## config.mk

```make
export PLATFORM = sky130hd
export DESIGN_NAME = shift_engine
export DESIGN_NICKNAME = d
export VERILOG_FILES = /design/src/rtl/shift_engine.sv
export SDC_FILE = /design/constraint.sdc
export NUM_CORES = 1
export LEC_CHECK = 0
export ABC_AREA = 1
export BUFFER_PORTS_ARGS = -buffer_cell sky130_fd_sc_hd__buf_4
export CAP_MARGIN = 20
export CORE_UTILIZATION = 54
export CTS_BUF_LIST = sky130_fd_sc_hd__clkbuf_8
export CTS_CLUSTER_SIZE = 28
export DETAILED_ROUTE_END_ITERATION = 10
export PLACE_DENSITY = 0.81
export SLEW_MARGIN = 15
export SYNTH_ARGS = -nofsm -noshare
export SYNTH_HDL_FRONTEND = slang
export SYNTH_SLANG_ARGS = --single-unit
export TNS_END_PERCENT = 10
```

## constraint.sdc

```tcl
create_clock -name i_clk -period 1.9 [get_ports i_clk]
set_clock_uncertainty 0.15 [all_clocks]
set_input_delay 0.285 -clock i_clk [delete_from_list [all_inputs] [get_ports i_clk]]
set_output_delay 0.285 -clock i_clk [all_outputs]
set_load 0.005 [all_outputs]
```

## src/rtl/shift_engine.sv

```systemverilog
`default_nettype none
// ============================================================================
// Module      : shift_engine
// Description : Frame shift engine for the SPI controller datapath.
//               A WIDTH-bit word is loaded via a valid/ready handshake and
//               shifted out one bit per strobe (MSB- or LSB-first). Received
//               bits fill the vacated positions. The finished word is
//               presented on o_data with a one-cycle o_data_valid pulse.
// Ports       : i_clk, i_rst          clock, synchronous active-high reset
//               i_load_valid/o_load_ready/i_load_data/i_lsb_first  load side
//               i_shift_en, i_serial   bit strobe and received bit
//               i_abort                abandon the frame in flight
//               o_serial               registered transmit bit
//               o_data, o_data_valid   received word and its update pulse
//               o_busy, o_bit_count    frame status
// Revision    : 1.0  initial release
// ============================================================================
module shift_engine #(
    parameter int   WIDTH      = 8,
    parameter logic IDLE_LEVEL = 1'b0
) (
    input  logic                       i_clk,
    input  logic                       i_rst,
    input  logic                       i_load_valid,
    output logic                       o_load_ready,
    input  logic [WIDTH-1:0]           i_load_data,
    input  logic                       i_lsb_first,
    input  logic                       i_shift_en,
    input  logic                       i_serial,
    input  logic                       i_abort,
    output logic                       o_serial,
    output logic [WIDTH-1:0]           o_data,
    output logic                       o_data_valid,
    output logic                       o_busy,
    output logic [$clog2(WIDTH+1)-1:0] o_bit_count
);

    localparam int                c_cnt_w = $clog2(WIDTH + 1);
    localparam logic [c_cnt_w-1:0] c_last  = c_cnt_w'(WIDTH - 1);
    localparam logic [c_cnt_w-1:0] c_one   = c_cnt_w'(1);

    typedef enum logic [0:0] {
        S_IDLE  = 1'b0,
        S_SHIFT = 1'b1
    } state_t;

    state_t               r_state,  w_state_nxt;
    logic [WIDTH-1:0]     r_sr,     w_sr_nxt;
    logic                 r_lsb,    w_lsb_nxt;
    logic [c_cnt_w-1:0]   r_count,  w_count_nxt;
    logic                 r_serial, w_serial_nxt;
    logic [WIDTH-1:0]     r_data,   w_data_nxt;
    logic                 r_valid,  w_valid_nxt;

    // Shift register contents after one strobe in the latched direction.
    logic [WIDTH-1:0]     w_shifted;
    // Bit that reaches the output end after this strobe.
    logic                 w_next_out;

    always_comb begin
        if (r_lsb) begin
            w_shifted  = {i_serial, r_sr[WIDTH-1:1]};
            w_next_out = r_sr[1];
        end else begin
            w_shifted  = {r_sr[WIDTH-2:0], i_serial};
            w_next_out = r_sr[WIDTH-2];
        end
    end

    always_comb begin
        w_state_nxt  = r_state;
        w_sr_nxt     = r_sr;
        w_lsb_nxt    = r_lsb;
        w_count_nxt  = r_count;
        w_serial_nxt = r_serial;
        w_data_nxt   = r_data;
        w_valid_nxt  = 1'b0;

        case (r_state)
            S_IDLE: begin
                if (i_load_valid) begin
                    w_state_nxt  = S_SHIFT;
                    w_sr_nxt     = i_load_data;
                    w_lsb_nxt    = i_lsb_first;
                    w_count_nxt  = '0;
                    w_serial_nxt = i_lsb_first ? i_load_data[0] : i_load_data[WIDTH-1];
                end
            end
            S_SHIFT: begin
                // Abort has priority, including over the final strobe.
                if (i_abort) begin
                    w_state_nxt  = S_IDLE;
                    w_count_nxt  = '0;
                    w_serial_nxt = IDLE_LEVEL;
                end else if (i_shift_en) begin
                    w_sr_nxt = w_shifted;
                    if (r_count == c_last) begin
                        w_state_nxt  = S_IDLE;
                        w_count_nxt  = '0;
                        w_serial_nxt = IDLE_LEVEL;
                        w_data_nxt   = w_shifted;
                        w_valid_nxt  = 1'b1;
                    end else begin
                        w_count_nxt  = r_count + c_one;
                        w_serial_nxt = w_next_out;
                    end
                end
            end
            default: begin
                w_state_nxt  = S_IDLE;
                w_count_nxt  = '0;
                w_serial_nxt = IDLE_LEVEL;
            end
        endcase
    end

    always_ff @(posedge i_clk) begin
        if (i_rst) begin
            r_state  <= S_IDLE;
            r_sr     <= '0;
            r_lsb    <= 1'b0;
            r_count  <= '0;
            r_serial <= IDLE_LEVEL;
            r_data   <= '0;
            r_valid  <= 1'b0;
        end else begin
            r_state  <= w_state_nxt;
            r_sr     <= w_sr_nxt;
            r_lsb    <= w_lsb_nxt;
            r_count  <= w_count_nxt;
            r_serial <= w_serial_nxt;
            r_data   <= w_data_nxt;
            r_valid  <= w_valid_nxt;
        end
    end

    assign o_load_ready = (r_state == S_IDLE);
    assign o_busy       = (r_state == S_SHIFT);
    assign o_serial     = r_serial;
    assign o_data       = r_data;
    assign o_data_valid = r_valid;
    assign o_bit_count  = r_count;

endmodule
`default_nettype wire

```

; ---- Word-level counts from Yosys, hierarchy flattened
; Index checks and enable logic that the tools add are counted.
[word_totals]
reg_bits = 24
in_bits = 15
output_inout_bits = 16
word_cells = 44
[classes]
add_sub_neg = 1
n_eq_ne = 5
mux = 23
bitwise_logic = 3
n_reduce_logical = 5
[ops]
columns = cell, count
row1 = 8-bit 2-to-1 mux, 4
row2 = 4-bit 2-to-1 mux, 4
row3 = 8-bit case mux with 2 select lines, 1
row4 = 1-bit 2-to-1 mux, 11
row5 = 4-bit case mux with 2 select lines, 1
row6 = "2-bit != test, second input constant", 3
row7 = "4-bit by 1-bit adder with 4-bit output, second input constant", 1
row8 = "4-bit by 3-bit == test with 1-bit output, second input constant", 1
row9 = 1-bit case mux with 2 select lines, 2
row10 = 2-bit AND reduction, 2
row11 = 4-bit AND reduction, 1
row12 = 4-bit OR reduction, 1
row13 = "3-bit != test, second input constant", 1
row14 = 1-bit NOT, 3
row15 = 3-bit AND reduction, 1

; ---- Depth between registers and ports, before layout
[logic_depth]
depth_word = 5
mapped_depth = 9

; ---- Worst setup path before layout
; OpenSTA, ideal clock, no wires.
[synth_timing]
path_type = register to register
from = reg r_count[0], in the netlist o_bit_count[0]
to = reg r_data[4], in the netlist o_data[4]
setup_ps = 113
arrival_time_ps = 1230
slack_ps = 407
path_stages_with_launch = 8
path_buffers = 1
synth_period_minus_slack_ps = 1493
path_cell_list = dfxtp_1 > ha_1 > nand3_1 > nor2_8 > buf_6 > nand2_1 > nand2_1 > nor2_1
[synth_via]
elab_chain_cells = 2
[synth_lines]
columns = item, line_no
row1 = start: declaration, 50  ; logic [c_cnt_w-1:0] r_count, w_count_nxt;
row2 = start signal: assignment, 130  ; r_count <= w_count_nxt;
row3 = 4-bit by 3-bit == test with 1-bit output, 97  ; if (r_count == c_last) begin
row4 = 4-bit AND reduction (no line), n/a
row5 = end signal: assignment, 132  ; r_data <= w_data_nxt;
row6 = end: declaration, 52  ; logic [WIDTH-1:0] r_data, w_data_nxt;
; Every way passes these cells.
; A chain may end at the register's enable or synchronous reset.

; ---- Worst setup path after layout
[layout_timing]
from = reg r_count[0], in the netlist o_bit_count[0]
to = reg r_data[6], in the netlist o_data[6]
; Same word-level chain as after synthesis.

==> run metrics <==
status completed; CTS buffer count 3; Hold Path Class primary input to flop; met2 usage 47.07%; FILL cells 160; Die Width 49.80 um; post-synth top area cell dfxtp_1; Critical Path AT 1620 ps; DR vias/cell 5.195; Worst-Margin Slew 337.2 ps; initial antenna violation count 0; met1 Usage GRT 25.81%; CTS sink count 24; pin count of the biggest net entering global routing 20; initial DRC count 20; pwr dens 711.9 mW/mm^2; Final Hold Fails 0; Period minus WS final 1601 ps; Post-synth EDFFs 0; Synth area leaders dfxtp_1 39%, nand2_1 12%, nor2_1 7.6%, o21ai_0 6.9%, a21oi_1 6.1%; die area 0.002480 sq mm; MaxCap Viol Count 0; Ant. Diodes 0; Final Max Tran Viols 0; final antenna-violating net count 0; register area share after synthesis 38.95%; Die H 49.80 um; CTS tree done; top cell type's share of synthesized area 38.95%; leakage power 0.7288 nW; Sequential Area 480.5 sq um; hold slack 93.71 ps; syn avg cell area 7.050 sq um; crit end category flop; I/O pins 31; synth cell count leaders 41 x nand2_1, 25 x nor2_1, 24 x dfxtp_1, 17 x o21ai_0; unrepaired setup endpoints after global routing no; FP Rows 16; Post-synth ARST share 0%; Top FF cell, synth dfxtp_1; fin nets 221; Yosys cell types 22; YS warnings 0; core area 0.002062 sq mm; clk_lat worst skew 270 ps; Post-Place Setup Slack 314.5 ps; critical path type flop to flop; GPL Wtd Cong 0.8128; Finish-stage setup viols 0; grt peak-use layer met2; maximum clock insertion buffer count 2; share of post-route cells with drive strength above 1 24.51%; Max transition margin 77.28%; Final Worst Setup Slack 298.9 ps; Peak VDD IR 0.4799 mV; # hold bufs at CTS 0; Max Freq 624.6 MHz; M3 GR Usage 1.852%; Routed WL per cell 11.90 um; First-pass DRT Iterations 5; Mapped Nets 191; WL final 2.750 mm; area grow syn2layout 21.91%; post-CTS setup buffer count 0; startpoint types flop; fin crit share 84.27%; # DRC 0; Resize count post-CTS 0; IO Port Bufs 30; first-pass GRT wire length 4.491 mm; Worst EP required 1920 ps; H-tree level count 1; hpwl dp 2.039 mm; area of the multi-input gates 629.4 sq um; worst-path fanout max 16; Gate Count Post-Synth 175; grt ovf 0; Layout Utilization 72.94%; clock-pin slew on the worst setup and hold paths 80 ps; Syn Std Cell Area 0.001234 sq mm; vias post-DR 1200; number of global-route vias before repair 1077; setup TNS 0 ps; initial core utilization 59.83%; Seq cells post-synth 24; most frequent cell after synthesis nand2_1; Root Buffer clkbuf_8; gr usage total 23.66%
==> layer usage <==
metal	part of all wire (%)	wire length [um]
met5	0	0
met2	54	1493
met3	3.3	91
met1	41	1141
met4	0.87	24
==> per-stage QoR <==
stage,area [sq um],total power [mW],std cells
finish,1504,1.071,231
global route,1504,1.115,231
CTS,1504,1.071,231
detailed placement,1449,0.7333,227
global placement,1449,0.7269,227
floorplan,1234,0.6757,175
==> power by group <==
| part | internal [mW] | switching, mW | total, mW |
|---|---|---|---|
| clock network | 0.185 | 0.162 | 0.347 |
| registers | 0.525 | 0.0193 | 0.544 |
| logic | 0.0739 | 0.105 | 0.179 |
| total | 0.784 | 0.287 | 1.07 |
==> area by class of cell <==
cell class,count,share of cell area [%]
Inverter,18,4.825
Clock buffer,4,3.661
Timing Repair Buffer,31,15.47
Multi-Input combinational cell,127,41.85
Tap cell,27,2.246
Sequential cell,24,31.95
==> cells in the final DEF (no fill, tap or decap) <==
cell       n
ha_1       1
nand2_2    1
nor2_1    25
inv_2      2
buf_4     31
nand3_2    3
inv_6      1
nor2_8     2
o21ai_1    7
o211ai_1   1
clkbuf_8   4
a21oi_1   15
nand3_1    7
dfxtp_1   24
nand2_4    2
a21boi_0   1
or2_2      4
inv_1     15
o21ai_0   17
nand2_1   41
==> kinds of logic after synthesis <==
family / count (synthesis) / synth area share (%)
buf+inv: 24 / 10.04
flops: 24 / 38.95
compound gates: 41 / 17.04
fa+ha+maj: 1 / 1.014
simple gates: 85 / 32.96
==> state kept, by name (all words and copies together), names as in the netlist <==
name / flops
o_bit_count: 4
o_busy: 1
o_data: 8
o_data_valid: 1
o_serial: 1
r_lsb: 1
r_sr: 8
==> worst paths after layout <==
check	from	to	slack (ps)	cells past startpoint
setup / recovery	o_bit_count[0]	o_data[6]	300	6
hold / removal	i_rst	r_sr[3]	90	2
setup reg to reg	o_bit_count[0]	o_data[6]	300	6
hold reg to reg	r_sr[2]	r_sr[2]	330	2
==> worst max-delay path, stage by stage (launching register included) <==
cell	delay, ps
dfxtp_1	410
ha_1	220
nand3_1	230
nor2_8	280
nand2_1	80
nand2_1	80
nor2_1	40
Note: power is estimated with default switching activity, not from simulation.
